**src/rtl/sd_sector_packer_if.sv**
```systemverilog
// Host byte stream in, SD write-controller word stream out, plus status
// for the 512-byte sector packer.
interface sd_sector_packer_if #(
  parameter int unsigned AW = 9
);
  logic          in_valid;
  logic [7:0]    in_data;
  logic          in_ready;
  logic          flush;
  logic          out_valid;
  logic [15:0]   out_data;
  logic          out_ready;
  logic          out_last;
  logic          busy;
  logic          done;
  logic [AW:0]   byte_count;

  modport master (
    output in_valid, in_data, flush, out_ready,
    input  in_ready, out_valid, out_data, out_last, busy, done, byte_count
  );

  modport slave (
    input  in_valid, in_data, flush, out_ready,
    output in_ready, out_valid, out_data, out_last, busy, done, byte_count
  );
endinterface

```
**src/rtl/sd_sector_packer.sv**
```systemverilog
// Collects host bytes into a sector store, then drains it to the SD write
// controller as big-endian 16-bit words, zero-padding any unwritten tail.
module sd_sector_packer #(
  parameter int unsigned SECTOR_BYTES = 512,
  parameter int unsigned AW           = 9
) (
  input logic               clk,
  input logic               rst_n,
  sd_sector_packer_if.slave bus
);
  localparam int unsigned     Words    = SECTOR_BYTES / 2;
  localparam logic [AW:0]     LastByte = (AW+1)'(SECTOR_BYTES - 1);
  localparam logic [AW-2:0]   LastWord = (AW-1)'(Words - 1);

  typedef enum logic [1:0] {StFill, StDrain, StDone} state_e;

  state_e        state_q, state_d;
  logic [AW:0]   byte_count_q, byte_count_d;
  logic [AW-2:0] rptr_q, rptr_d;
  logic          out_valid_q, out_valid_d;
  logic [15:0]   out_data_q, out_data_d;
  logic          out_last_q, out_last_d;
  logic          done_q, done_d;
  logic          accept;
  logic          load;
  logic [7:0]    rd_hi, rd_lo;

  // Even and odd bytes live in separate banks so a whole word reads at once.
  logic [7:0] mem_hi [Words];
  logic [7:0] mem_lo [Words];

  assign accept = bus.in_valid && (state_q == StFill);

  always_ff @(posedge clk) begin
    if (accept) begin
      if (byte_count_q[0]) mem_lo[byte_count_q[AW-1:1]] <= bus.in_data;
      else                 mem_hi[byte_count_q[AW-1:1]] <= bus.in_data;
    end
  end

  // Bytes past the fill level read as zero; the store itself is never cleared.
  always_comb begin
    rd_hi = ({1'b0, rptr_q, 1'b0} < byte_count_q) ? mem_hi[rptr_q] : 8'h00;
    rd_lo = ({1'b0, rptr_q, 1'b1} < byte_count_q) ? mem_lo[rptr_q] : 8'h00;
  end

  always_comb begin
    state_d      = state_q;
    byte_count_d = byte_count_q;
    rptr_d       = rptr_q;
    out_valid_d  = out_valid_q;
    out_data_d   = out_data_q;
    out_last_d   = out_last_q;
    done_d       = 1'b0;
    load         = 1'b0;

    case (state_q)
      StFill: begin
        if (accept) byte_count_d = byte_count_q + 1'b1;
        if ((accept && byte_count_q == LastByte) ||
            (bus.flush && (accept || byte_count_q != '0))) begin
          state_d = StDrain;
        end
      end
      StDrain: begin
        if (!out_valid_q) begin
          load = 1'b1;
        end else if (bus.out_ready) begin
          if (out_last_q) begin
            out_valid_d = 1'b0;
            out_last_d  = 1'b0;
            out_data_d  = '0;
            done_d      = 1'b1;
            state_d     = StDone;
          end else begin
            load = 1'b1;
          end
        end
        if (load) begin
          out_valid_d = 1'b1;
          out_data_d  = {rd_hi, rd_lo};
          out_last_d  = (rptr_q == LastWord);
          rptr_d      = rptr_q + 1'b1;
        end
      end
      StDone: begin
        byte_count_d = '0;
        rptr_d       = '0;
        state_d      = StFill;
      end
      default: state_d = StFill;
    endcase
  end

  always_ff @(posedge clk or negedge rst_n) begin
    if (!rst_n) begin
      state_q      <= StFill;
      byte_count_q <= '0;
      rptr_q       <= '0;
      out_valid_q  <= 1'b0;
      out_data_q   <= '0;
      out_last_q   <= 1'b0;
      done_q       <= 1'b0;
    end else begin
      state_q      <= state_d;
      byte_count_q <= byte_count_d;
      rptr_q       <= rptr_d;
      out_valid_q  <= out_valid_d;
      out_data_q   <= out_data_d;
      out_last_q   <= out_last_d;
      done_q       <= done_d;
    end
  end

  assign bus.in_ready   = (state_q == StFill);
  assign bus.out_valid  = out_valid_q;
  assign bus.out_data   = out_data_q;
  assign bus.out_last   = out_last_q;
  assign bus.busy       = (state_q != StFill);
  assign bus.done       = done_q;
  assign bus.byte_count = byte_count_q;
endmodule

```
**src/flat_wrapper.sv**
```systemverilog
// flat-port wrapper written by rule: the top's interface ports become plain ports
module sd_sector_packer_flat 
#(
  parameter int unsigned SECTOR_BYTES = 512,
  parameter int unsigned AW           = 9
)
  (clk, rst_n, bus_in_valid, bus_in_data, bus_flush, bus_out_ready, bus_in_ready, bus_out_valid, bus_out_data, bus_out_last, bus_busy, bus_done, bus_byte_count);
  sd_sector_packer_if #(.AW(AW)) bus_i ();
  input logic clk;
  input logic rst_n;
  input wire logic [$bits(bus_i.in_valid)-1:0] bus_in_valid;
  input wire logic [$bits(bus_i.in_data)-1:0] bus_in_data;
  input wire logic [$bits(bus_i.flush)-1:0] bus_flush;
  input wire logic [$bits(bus_i.out_ready)-1:0] bus_out_ready;
  output wire logic [$bits(bus_i.in_ready)-1:0] bus_in_ready;
  output wire logic [$bits(bus_i.out_valid)-1:0] bus_out_valid;
  output wire logic [$bits(bus_i.out_data)-1:0] bus_out_data;
  output wire logic [$bits(bus_i.out_last)-1:0] bus_out_last;
  output wire logic [$bits(bus_i.busy)-1:0] bus_busy;
  output wire logic [$bits(bus_i.done)-1:0] bus_done;
  output wire logic [$bits(bus_i.byte_count)-1:0] bus_byte_count;
  assign bus_i.in_valid = bus_in_valid;
  assign bus_i.in_data = bus_in_data;
  assign bus_i.flush = bus_flush;
  assign bus_i.out_ready = bus_out_ready;
  assign bus_in_ready = bus_i.in_ready;
  assign bus_out_valid = bus_i.out_valid;
  assign bus_out_data = bus_i.out_data;
  assign bus_out_last = bus_i.out_last;
  assign bus_busy = bus_i.busy;
  assign bus_done = bus_i.done;
  assign bus_byte_count = bus_i.byte_count;
  sd_sector_packer #(.SECTOR_BYTES(SECTOR_BYTES), .AW(AW)) u_core (.clk(clk), .rst_n(rst_n), .bus(bus_i));
endmodule
```
**config.mk**
```make
export PLATFORM = sky130hd
export DESIGN_NAME = sd_sector_packer_flat
export DESIGN_NICKNAME = d
export VERILOG_FILES = /design/src/rtl/sd_sector_packer_if.sv /design/src/rtl/sd_sector_packer.sv /design/src/flat_wrapper.sv
export SDC_FILE = /design/constraint.sdc
export NUM_CORES = 2
export LEC_CHECK = 0
export ABC_CLOCK_PERIOD_IN_PS = 3000
export CORE_AREA = 10 10 606 489
export DETAILED_ROUTE_END_ITERATION = 10
export DIE_AREA = 0 0 616 499
export PLACE_DENSITY = 0.75
export SLEW_MARGIN = 20
export SYNTH_ARGS = -nofsm -noshare
export SYNTH_HDL_FRONTEND = slang
export SYNTH_SLANG_ARGS = --single-unit
```
**constraint.sdc**
```tcl
create_clock -name clk -period 3 [get_ports clk]
set_clock_uncertainty 0.2 [all_clocks]
set_input_delay 0.45 -clock clk [delete_from_list [all_inputs] [get_ports clk]]
set_output_delay 0.45 -clock clk [all_outputs]
set_load 0.02 [all_outputs]
```
==> out/results.ini <==
[outcome]
status = finished with violations
violations = design-rule violations, negative setup slack

[cells_and_area]
ff_latch_area_um2 = 124000
final_cell_count_no_fill = 13500
num-fill-cells = 16700
layout_common_cells = edfxtp_1 (4096), buf_4 (1317), mux4_2 (888)
multi_input_area_um2 = 35700
syn2layout_area_growth_pct = 19.2
drive_above_1_share_pct = 32.9
layout_commonest_cell = edfxtp_1
nets = 9383

[timing]
whs_ns = 0.0833
finalHoldViolCount = 0
setup_viol = 16
fmaxAchievable_mhz = 266
period_share_pct = 125
worstMarginPinSlew_ns = 1.33
fin_setup_tns_ns = -8.57
final-max-slew-violation-count = 0
fin_ws_ns = -0.753
grt_setup_unrepaired = yes
slew_headroom_pct = 10.9
period_needed_ns = 3.75

[power_and_ir_drop]
power.leakage_nw = 63.8
power.density_nw_per_um2 = 788
peakVddDrop_uv = 582
total_power_mw = 152

[setup_path]
cp_data_required_time_ns = 3.67
r2r_cells = 11
cp-end-kind = flip-flop
crit_path_start_kind = flip-flop
critical_path_class = reg2reg
reg2reg_to = u_core.bus.out_data[2]
path_common_cell = buf_4
crit_chain = buf_4, buf_12, nor2b_4, buf_4, a221oi_1, o21ai_1, a21oi_2, buf_4, a2111oi_0, o31ai_1, nand3_1
max_stage_delay_ns = 0.60
r2r-start = u_core.rptr_q[2]
path_max_fanout = 25
arrival_ns = 4.42
critPathSlowestCell = nor2b_4
r2r_slack_ns = -0.75

[routing]
drc = 1
first_pass_iters = 11
vias = 93400
postRouteAntennaNets = 0
wl_per_cell_um = 36.2
first_iter_violations = 18300
routed_wl_mm = 488
vias_per_cell = 6.92

[clocking]
clk_latency_ns = 0.93
cts_max_path_buffers = 4
root_buffer = clkbuf_16
numCtsBuffers = 387
path_clk_slew_ns = 0.07
cts_tree = yes
htreeDepth = 5
clock_sinks = 4135

[synth]
synth_fp_nets = 7845
synth_seq_cells = 4135
ys_seq_area_share_pct = 76.8
synth-edff-count = 4096
synth_top_area_cell = edfxtp_1
ys_types = 68
avgSynthCellArea_um2 = 20.6
synth-async-reset-ratio_pct = 0.943
yosys-top-cells-area = edfxtp_1 (76%), mux4_2 (12%), mux2i_1 (3.0%)
synth_area_um2 = 161000
synthCells = 7820
synth_ff_type = edfxtp_1
yosysTopAreaCellShare_pct = 76.2
yosys_warnings = 0

[floorplanning]
row_count = 175
initial_utilization_pct = 56.9
die-width_um = 616
pin_count = 44
die_h_um = 499
core_um2 = 284000
die_area_um2 = 307000

[placement]
port_buffers = 43
dp_cells = 12700
gp_congestion = 0.980
post-dp-hpwl_mm = 306

[global_routing]
grt_max_degree = 145
antenna_found_initial = 40
gr-total-overflow = 0
grt_pass1_wl_mm = 683
grt_pass1_vias = 90700
track_usage_pct = 30.9

[run]
cap_violations = 0

[worst_hold_path]
hold_class = in2async

[power breakdown]
part / leakage, nW / switching [mW] / internal [mW]
Clock: 6.01 / 21.3 / 27.2
Sequential: 37.3 / 0.151 / 63.5
Combinational: 20.5 / 22.3 / 17.0
[how the worst max path moves through the flow]
| stage | slack, ns | cells past startpoint | to | startpoint |
|---|---|---|---|---|
| 4_1_cts | -0.59 | 10 | u_core.bus.out_data[10] | u_core.rptr_q[0] |
| 6_report | -0.75 | 11 | u_core.bus.out_data[2] | u_core.rptr_q[2] |
| 2_1_floorplan | -0.002 | 8 | u_core.mem_hi[155][0] | u_core.bus.byte_count[4] |
| 5_1_grt | -0.64 | 12 | u_core.bus.out_data[2] | u_core.rptr_q[0] |
| 3_3_place_gp | -1.32 | 10 | u_core.bus.out_data[10] | u_core.rptr_q[0] |
| 3_5_place_dp | -1.31 | 10 | u_core.bus.out_data[10] | u_core.rptr_q[0] |
[per-layer routing]
layer,wire length (um),up-vias,share of wire [%],GRT usage (%)
met3,80300,1450,16,11.6
met1,166000,47500,34,42.6
li1,-,35700,-,-
met4,28700,32,5.9,14.6
met5,225,-,0.046,0
met2,213000,8744,44,44.0
[cell families (layout without fill, tap and decap cells)]
| group | count (synthesis) | count (layout) | synth area share [%] |
|---|---|---|---|
| DFF | 4135 | 4135 | 76.8 |
| muxes | 1398 | 1398 | 15.6 |
| and+or+nand+nor | 1033 | 1033 | 2.62 |
| AOI/OAI and AO/OA | 737 | 737 | 3.21 |
| buffers and inverters | 501 | 2349 | 1.69 |
| adders and majority gates | 12 | 12 | 0.0930 |
| xor gates and xnor gates | 4 | 4 | 0.0217 |
| other | 0 | 23 | 0 |
[worst max-delay path, delay by kind of cell, from the launching register on]
family          cells  cell delay [ns]
flops               1             0.58
simple gates        2             0.71
buf+inv             4             0.92
compound gates      5             1.23
[cells in the mapped netlist (all sizes together) (4+ instances only)]
cell	n
buf	247
a22o	5
o21ai	80
a221o	7
ha	12
a32oi	15
a211o	7
a22oi	29
mux2	21
a21oi	147
nor2	627
nand3	48
a311oi	8
nand2	218
nor2b	8
a21o	16
edfxtp	4096
xnor2	4
and3	11
a32o	4
o21a	4
o32ai	5
clkbuf	234
mux4	888
o31ai	11
nor3	67
inv	18
o221ai	188
nand4	5
mux2i	489
and2	8
a311o	4
o22ai	111
nand2b	8
a221oi	17
o211ai	8
dfrtp	39
or3	12
a31oi	18
nor4	10
a211oi	23
a2111oi	10
[layout make-up]
type | count | share of cell area (%)
diodes | 23 | 0.0299
clock buffers | 473 | 5.30
clock inverters | 226 | 1.10
inverters | 20 | 0.0481
multi-input cells | 3184 | 18.5
flip-flops and latches | 4135 | 64.4
well taps | 3805 | 2.47
repair buffers | 1630 | 8.10
[timing repair]
| action | in CTS | in global routing |
|---|---|---|
| hold buffers | 9 | 0 |
| gates cloned | 15 | 7 |
| buffers inserted | 48 | 27 |
| resized for setup | 232 | 90 |
| pin swaps | 26 | 35 |
| hold endpoints to repair | 630 | 0 |
| setup endpoints to repair | 26 | 24 |
[stage by stage]
step / setup slack [ns] / instance area, um2 / utilization [%]
6_report: -0.753 / 192000 / 67.9
5_1_grt: -0.643 / 192000 / 67.9
4_1_cts: -0.589 / 192000 / 67.6
3_5_place_dp: -1.31 / 177000 / 62.6
3_3_place_gp: -1.32 / 177000 / 62.6
2_1_floorplan: -0.00237 / 162000 / -
[sequential cells by signal, summed over array words and instances, names as in the netlist]
signal,cells
u_core.bus.out_valid,1
u_core.mem_hi,2048
u_core.bus.out_last,1
u_core.rptr_q,8
u_core.bus.done,1
u_core.bus.out_data,16
u_core.state_q,2
u_core.bus.byte_count,10
u_core.mem_lo,2048
(Power assumes the default switching activity.)
